## config.mk

```make
export PLATFORM = sky130hd
export DESIGN_NAME = csa_dot_accumulator
export DESIGN_NICKNAME = d
export VERILOG_FILES = /design/src/rtl/csa_dot_accumulator.sv
export SDC_FILE = /design/constraint.sdc
export NUM_CORES = 1
export LEC_CHECK = 0
export ABC_AREA = 1
export CAP_MARGIN = 20
export CELL_PAD_IN_SITES_DETAIL_PLACEMENT = 1
export CELL_PAD_IN_SITES_GLOBAL_PLACEMENT = 1
export CORE_ASPECT_RATIO = 1.75
export CORE_MARGIN = 2
export CORE_UTILIZATION = 36
export DETAILED_ROUTE_END_ITERATION = 10
export PLACE_DENSITY = 0.86
export SETUP_SLACK_MARGIN = 0.2
export SLEW_MARGIN = 30
export SYNTH_ARGS = -nofsm -noshare
export SYNTH_HDL_FRONTEND = slang
export SYNTH_SLANG_ARGS = --single-unit
export TNS_END_PERCENT = 30
```

## constraint.sdc

```tcl
create_clock -name clk -period 2 [get_ports clk]
set_input_delay 0.2 -clock clk [delete_from_list [all_inputs] [get_ports clk]]
set_output_delay 0.2 -clock clk [all_outputs]
set_load 0.05 [all_outputs]
```

## src/rtl/csa_dot_accumulator.sv

```systemverilog
// Dot-product accumulator: sums 2*WIDTH-bit products over a programmed term count, then holds the result for a valid/ready handshake.
// Optional build macro CSA_ACC_SATURATION_EN makes the accumulator clamp to all ones on carry-out instead of wrapping.
module csa_dot_accumulator #(
    parameter int WIDTH     = 4,
    parameter int ACC_WIDTH = 12,
    parameter int MAX_LEN   = 16,
    parameter int LEN_WIDTH = 5
) (
    input  logic                   clk,
    input  logic                   rst_n,
    input  logic                   start,
    input  logic [LEN_WIDTH-1:0]   length,
    input  logic [2*WIDTH-1:0]     product_in,
    input  logic                   in_valid,
    output logic                   in_ready,
    output logic [ACC_WIDTH-1:0]   acc_out,
    output logic                   out_valid,
    input  logic                   out_ready,
    output logic                   busy,
    output logic                   overflow
);

    localparam int PAD = ACC_WIDTH + 1 - 2*WIDTH;
    localparam logic [LEN_WIDTH-1:0] MAX_LEN_L = LEN_WIDTH'(MAX_LEN);

    if (ACC_WIDTH < 2*WIDTH) begin : g_bad_acc_width
        $error("csa_dot_accumulator: ACC_WIDTH must be >= 2*WIDTH");
    end
    if (MAX_LEN >= (1 << LEN_WIDTH)) begin : g_bad_len_width
        $error("csa_dot_accumulator: LEN_WIDTH cannot hold MAX_LEN");
    end

    typedef enum logic [1:0] {
        S_IDLE  = 2'd0,
        S_ACCUM = 2'd1,
        S_DONE  = 2'd2
    } state_t;

    state_t                 state_q;
    logic [LEN_WIDTH-1:0]   remaining_q;
    logic [ACC_WIDTH-1:0]   acc_q;
    logic                   ovf_q;

    logic [LEN_WIDTH-1:0]   len_eff_d;
    logic [ACC_WIDTH:0]     sum_d;
    logic [ACC_WIDTH-1:0]   acc_d;

    always_comb begin
        len_eff_d = length;
        if (length > MAX_LEN_L) begin
            len_eff_d = MAX_LEN_L;
        end
        sum_d = {1'b0, acc_q} + {{PAD{1'b0}}, product_in};
`ifdef CSA_ACC_SATURATION_EN
        // Once saturated, the sum is pinned for the rest of the transaction.
        if (sum_d[ACC_WIDTH] || ovf_q) begin
            acc_d = '1;
        end else begin
            acc_d = sum_d[ACC_WIDTH-1:0];
        end
`else
        acc_d = sum_d[ACC_WIDTH-1:0];
`endif
    end

    always_ff @(posedge clk or negedge rst_n) begin
        if (!rst_n) begin
            state_q     <= S_IDLE;
            remaining_q <= '0;
            acc_q       <= '0;
            ovf_q       <= 1'b0;
        end else begin
            case (state_q)
                S_IDLE: begin
                    if (start) begin
                        acc_q <= '0;
                        ovf_q <= 1'b0;
                        if (len_eff_d == '0) begin
                            state_q <= S_DONE;
                        end else begin
                            remaining_q <= len_eff_d;
                            state_q     <= S_ACCUM;
                        end
                    end
                end
                S_ACCUM: begin
                    if (in_valid) begin
                        acc_q       <= acc_d;
                        ovf_q       <= ovf_q | sum_d[ACC_WIDTH];
                        remaining_q <= remaining_q - LEN_WIDTH'(1);
                        if (remaining_q == LEN_WIDTH'(1)) begin
                            state_q <= S_DONE;
                        end
                    end
                end
                S_DONE: begin
                    // A start seen here is dropped; it must be reasserted from IDLE.
                    if (out_ready) begin
                        state_q <= S_IDLE;
                    end
                end
                default: state_q <= S_IDLE;
            endcase
        end
    end

    assign in_ready  = (state_q == S_ACCUM);
    assign out_valid = (state_q == S_DONE);
    assign busy      = (state_q != S_IDLE);
    assign acc_out   = acc_q;
    assign overflow  = ovf_q;

endmodule

```

==> out/qor.csv, run 1 <==
stage;metric;value;unit
synth;synth_fp_nets;233;
placement;pre_cts_slack;-0.0235;ns
sta;worst_slack;0.202;ns
synth;synth_seq_cells;20;
floorplan;boundaryPins;34;
detailed_routing;route.detailed.drc;0;
floorplan;die_w;53;microns
final_layout;seq_area;504;sq um
cts;h-tree-depth;1;
placement;io_buffers;33;
final_layout;fillers;523;
power;p_total;0.00291;W
worst_hold_path;min_path_type;input pin to async pin;
synth;syn_area;1510;sq um
final_layout;syn_to_final_growth;30.8;%
critical_path;rr_startpoint;acc_out[2];
floorplan;initial_core_util;37.1;%
run_status;run_status;finished clean;
cts;clockBufferDepth;2;
synth;synthTopCellsByArea;dfrtp_1 33%, nand2_1 14%, ha_1 8.3%;
detailed_routing;vias;1448;
synth;yosys_warnings;0;
critical_path;cp.arrival;1.60;ns
detailed_routing;post_drt_wl_per_cell;13.2;microns
cts;cts_tree;yes;
power;power_density;1470;nW/um^2
synth;synthFlopType;dfrtp_1;
detailed_routing;wl;3860;microns
cts;clk_pin_slew_worst_paths;0.08;ns
global_route;grtUsageTotal;18.1;%
detailed_routing;routed_via_density;4.96;
placement;dp_hpwl;3140;microns
sta;slew_viol_final;0;
synth;synth_top_cell_by_area;dfrtp_1;
detailed_routing;ant_nets;0;
global_route;grt_pass1_vias;1531;
sta;final_hold_viol_count;0;
synth;yosys.cell_count.top_type;nand2_1;
global_route;grt_max_degree;21;
critical_path;startpoint;acc_out[8];
power;p_leak;1.01;nW
synth;ys_top_cells_by_count;57 x nand2_1, 32 x inv_1, 20 x dfrtp_1, 18 x nor2_1, 15 x nand3_1;
synth;synthCells;204;
synth;yosysUniqueCellTypes;30;
detailed_routing;dr.first_iter.drc_count;26;
floorplan;num_rows;31;
synth;ys_seq_area_share;33.1;%
cts;clk_latency;0.26;ns
critical_path;end_kind;primary output;
cts;numCtsBuffers;3;
synth;synth_enable_flop_cells;0;
global_route;antenna_found_initial;0;
critical_path;required;1.80;ns
synth;netlist.area_leader.share;33.1;%
global_route;grt-ovfl-total;0;
synth;async_reset_ff_share;100;%
final_layout;drive_above_1_share;13.2;%
sta;rsz0062_at_grt;yes;
sta;fmax;556;MHz
sta;finalSetupViolCount;0;
cts;cts-root-buf;clkbuf_8;
floorplan;die_area;4760;sq um
floorplan;die_h;89.8;microns
critical_path;crit_fanout;6;
final_layout;finalNetCount;273;
critical_path;crit_buf_inv;1;
critical_path;critPathTopFamily;buffers and inverters;
power;ir_worst_vdd;0.760;mV
cts;cts_setup_buffers;0;
sta;relSlewSlack;66.1;%
cts;clock-sinks;20;
run;drv_cap;0;
final_layout;multiInputGateArea;880;sq um
final_layout;n_antenna_cell;0;
critical_path;worstSetupPathType;register to primary output;
sta;fin_skew;0.00695;ns
sta;fin_crit;1.80;ns
critical_path;path_cells;clkdlybuf4s50_1;
sta;period_share;89.9;%
critical_path;startpoint_type;register;
floorplan;core;4070;sq um
synth;synth.avg_cell_area;7.42;sq um
placement;gp_congestion;0.810;
sta;tightest_slew;0.507;ns
global_route;grt_pass1_wl;6550;microns
critical_path;slowest_delay;0.86;ns
critical_path;worst_path_max_delay_cell;clkdlybuf4s50_1;
detailed_routing;drtPass1Iterations;4;
cells by family (layout without fill, tap and decap cells):
logic type / count (synthesis) / after routing / share of synthesized area [%]
AOI/OAI and AO/OA: 31 / 31 / 12.2
xor gates and xnor gates: 4 / 4 / 2.32
DFF: 20 / 20 / 33.1
adders and majority gates: 11 / 11 / 9.59
buffers and inverters: 35 / 74 / 10.2
and+or+nand+nor: 103 / 103 / 32.6
per-layer routing:
metal	vias to the layer above	part of all wire [%]	global-route usage, %
li1	725	-	-
met1	689	37	18.7
met2	28	59	34.9
met3	6	2.7	1.66
met4	0	1.8	6.62
met5	-	0	0
registers in the layout, summed over array words and instances (netlist names):
name         cells
state_q          2
remaining_q      5
overflow         1
acc_out         12
placed cells by master (no fill, tap or decap), types with 2 or more instances in the layout:
cell type and n:
a21oi_1 8, a22o_2 2, buf_4 5, clkbuf_8 3
clkdlybuf4s50_1 30, dfrtp_1 17, dfrtp_2 3, ha_1 9
inv_1 32, nand2_1 55, nand2_2 4, nand3_1 14
nand3_2 3, nor2_1 17, nor2_2 2, nor2_8 3
o21ai_0 13, xnor2_1 3
what timing repair did:
item	in CTS	in global routing
resized for setup	1	8
setup endpoints to repair	3	8
hold buffers	0	0
worst paths after layout:
path                       slack [ns]  depth (start not counted)         end
setup / recovery                 0.20                          1  acc_out[8]
hold / removal                   0.28                          2  acc_out[1]
setup reg to reg                 0.29                          8  acc_out[5]
hold reg to reg                  0.52                          2  acc_out[7]
max in group asynchronous        1.47                          2  acc_out[0]
min in group clk                 0.52                          2  acc_out[7]
final cells by class:
type / count / share of cell area, %
Clock buffer: 4 / 2.28
Inverter: 33 / 6.51
Tap cell: 49 / 3.10
Sequential cell: 20 / 25.5
Multi-Input combinational cell: 149 / 44.5
Timing Repair Buffer: 37 / 18.2
where the power goes:
| part | total [W] | switching, W | leakage, nW | internal (W) |
|---|---|---|---|---|
| Combinational | 0.00192 | 0.00124 | 0.728 | 0.000681 |
| Sequential | 0.000702 | 0.000140 | 0.255 | 0.000562 |
| Clock | 0.000281 | 0.000139 | 0.0228 | 0.000142 |
| Total | 0.00291 | 0.00152 | 1.01 | 0.00138 |
through the flow:
stage	area (sq um)	cells	hold WS [ns]	util, %	setup TNS (ns)
final	1980	292	0.283	48.6	0
after global routing	1980	292	0.299	48.6	0
after CTS	1960	292	0.293	48.0	0
after detailed placement	1910	288	0.501	47.0	-0.0235
after global placement	1910	288	0.492	47.0	0
after floorplan	1520	204	-0.0956	-	0
(Power assumes the default switching activity.)
==> run 2, diff against run 1 <==
--- a/config.mk
+++ b/config.mk
@@ -12,6 +12,7 @@
 export CORE_ASPECT_RATIO = 1.75
 export CORE_MARGIN = 2
 export CORE_UTILIZATION = 36
+export CTS_CLUSTER_DIAMETER = 50
 export DETAILED_ROUTE_END_ITERATION = 10
 export PLACE_DENSITY = 0.86
 export SETUP_SLACK_MARGIN = 0.2
==> results of run 2 <==
Same layout as run 1: the final DEF is identical, and so are final timing and power.
==> run 3, diff against run 2 <==
--- a/config.mk
+++ b/config.mk
@@ -14,7 +14,7 @@
 export CORE_UTILIZATION = 36
 export CTS_CLUSTER_DIAMETER = 50
 export DETAILED_ROUTE_END_ITERATION = 10
-export PLACE_DENSITY = 0.86
+export PLACE_DENSITY = 0.79
 export SETUP_SLACK_MARGIN = 0.2
 export SLEW_MARGIN = 30
 export SYNTH_ARGS = -nofsm -noshare
==> run 3 against run 2 <==
- first-iteration DRC count fell by 42%
- combinational power about the same
- routed wire length increased by 3.9%
- cell count up 0.34%
- critical endpoint unchanged
- register-to-register slack lost 0.02 ns
- worst hold slack improved by 0.0025 ns
- clock skew fell by 0.0038 ns
- die area unchanged
==> out/qor.csv, run 3 (synthesis gave the netlist of run 1 again) <==
stage;metric;value;unit;change
power;p_switching;0.00154;W;+0.98%
detailed_routing;dr.first_iter.drc_count;15;;-42%
sta;fmax;560;MHz;+0.75%
sta;fin_crit;1.78;ns;-0.0133 ns
global_route;antenna_found_initial;0;;unchanged
final_layout;drive_above_1_share;12.3;%;-0.87 points
placement;io_buffers;33;;unchanged
critical_path;rr_startpoint;acc_out[0];;
detailed_routing;ant_nets;0;;unchanged
critical_path;crit_buf_inv;1;;unchanged
critical_path;path_cells;clkdlybuf4s50_1;;
detailed_routing;vias;1432;;-1.1%
critical_path;crit_fanout;6;;unchanged
global_route;grt-ovfl-total;0;;unchanged
final_layout;mostFrequentLayoutCell;nand2_1;;
power;internal_power;0.00139;W;+0.50%
detailed_routing;post_drt_wl_per_cell;13.7;microns;+3.5%
critical_path;end_kind;primary output;;
sta;fin_skew;0.00311;ns;-0.00383 ns
sta;final_hold_viol_count;0;;unchanged
sta;holdWs;0.285;ns;+0.00255 ns
critical_path;required;1.80;ns;about the same
cts;clock-sinks;20;;unchanged
run_status;run_status;finished clean;;
critical_path;startpoint_type;register;;
critical_path;critPathTopFamily;buffers and inverters;;
cts;cts_tree;yes;;
power;ir_worst_vdd;0.813;mV;+7.0%
critical_path;reg2reg_setup_slack;0.27;ns;-0.02 ns
sta;period_share;89.2;%;-0.67 points
critical_path;slowest_delay;0.85;ns;about the same
cts;cts-root-buf;clkbuf_8;;
final_layout;n_antenna_cell;0;;unchanged
floorplan;boundaryPins;34;;unchanged
power;p_leak;1.01;nW;+0.61%
global_route;grt_pass1_wl;6930;microns;+5.8%
critical_path;startpoint;acc_out[8];;
cts;clk_pin_slew_worst_paths;0.08;ns;about the same
critical_path;cp.arrival;1.58;ns;-0.02 ns
sta;finalSetupViolCount;0;;unchanged
critical_path;worstSetupPathType;register to primary output;;
critical_path;worst_path_max_delay_cell;clkdlybuf4s50_1;;
critical_path;rr_worst_depth;10;;+2
global_route;grt_pass1_vias;1551;;+1.3%
detailed_routing;drtPass1Iterations;3;;-1
cts;h-tree-depth;1;;unchanged
floorplan;initial_core_util;37.1;%;unchanged
power;p_comb_share;66.2;%;about the same
run;drv_cap;0;;unchanged
sta;slew_viol_final;0;;unchanged
power;seqPwrFrac;24.0;%;-0.2 points
final_layout;fin_cells;293;;+0.34%
detailed_routing;wl;4010;microns;+3.9%
placement;dp.cells;289;;+0.35%
power;power_density;1480;nW/um^2;+0.82%
global_route;grt_max_degree;21;;unchanged
cts;clk_latency;0.26;ns;about the same
cts;cts_hold_buf;0;;unchanged
final_layout;finalNetCount;274;;+0.37%
final_layout;fillers;523;;unchanged
final_layout;syn_to_final_growth;30.7;%;about the same
critical_path;r2r_end;acc_out[10];;
sta;rsz0062_at_grt;yes;;
placement;gp_congestion;0.823;;+1.6%
global_route;grtUsageTotal;19.3;%;+1.2 points
cts;numCtsBuffers;3;;unchanged
placement;dp_hpwl;3270;microns;+4.1%
floorplan;num_rows;31;;unchanged
floorplan;die_w;53;microns;unchanged
floorplan;core;4070;sq um;unchanged
detailed_routing;route.detailed.drc;0;;unchanged
cts;clockBufferDepth;2;;unchanged
worst_hold_path;min_path_type;input pin to async pin;;
sta;setup_tns;0;ns;unchanged
power;p_total;0.00293;W;+0.76%
final_layout;post-route-util;48.5;%;about the same
sta;tightest_slew;0.509;ns;+0.00246 ns
power;switching_share;52.5;%;+0.12 points
detailed_routing;routed_via_density;4.89;;-1.4%
final_layout;largest_reg_flops;12;;unchanged
final_layout;final_cell_mix;55 x nand2_1, 32 x inv_1, 30 x clkdlybuf4s50_1, 18 x nor2_1, 17 x dfrtp_1;;
floorplan;die_area;4760;sq um;unchanged
critical_path;cp_num_cells;1;;unchanged
floorplan;die_h;89.8;microns;unchanged
power;clockPowerShare;9.8;%;about the same
sta;relSlewSlack;66.2;%;+0.076 points
==> run 3: cell types whose count changed in the layout (fill, tap and decap cells not counted), sizes merged <==
cell,change
buf,+1
==> run 3: metrics by stage <==
| stage | setup slack (ns) | instance area (sq um) |
|---|---|---|
| floorplan | 0.200 | 1520 |
| global placement | 0.0445 | 1920 |
| detailed placement | -0.00998 | 1920 |
| CTS | 0.167 | 1960 |
| global route | 0.120 | 1980 |
| finish | 0.215 | 1980 |
==> run 3: final cells by class <==
cell class / instances / area [sq um] / area share, %
clock buffers: 4 / 45.0 / 2.28
inverters: 33 / 129 / 6.52
multi-input cells: 149 / 871 / 44.1
flip-flops and latches: 20 / 504 / 25.5
well taps: 49 / 61.3 / 3.10
repair buffers: 38 / 367 / 18.5
==> run 3: what timing repair did <==
action | CTS | global route
pin swaps | 0 | 0
endpoints found under the setup margin | 4 | 8
resized for setup | 1 | 4
setup buffers | 0 | 0
hold endpoints to repair | 0 | 0
==> run 3: how the worst max path moves through the flow <==
stage | slack, ns | endpoint
2_1_floorplan | 0.20 | acc_out[10]
3_3_place_gp | 0.04 | acc_out[10]
3_5_place_dp | -0.01 | acc_out[10]
4_1_cts | 0.17 | out_valid
5_1_grt | 0.12 | acc_out[10]
6_report | 0.22 | acc_out[8]
==> run 3: power groups by stage <==
stage / registers [W] / clock network [W] / logic, W
final: 0.000702 / 0.000286 / 0.00194
after global routing: 0.000729 / 0.000314 / 0.00216
after CTS: 0.000706 / 0.000297 / 0.00196
after detailed placement: 0.000714 / 0 / 0.00196
after global placement: 0.000705 / 0 / 0.00192
after floorplan: 0.000971 / 0 / 0.00115
==> run 3: layer usage <==
layer / wire length (microns) / track usage (%) / vias to the layer above
met3: 100 / 2.16 / 2
met4: 36 / 5.77 / 0
met2: 2430 / 38.0 / 23
met1: 1440 / 19.3 / 681
li1: - / - / 726
met5: 0 / 0 / -
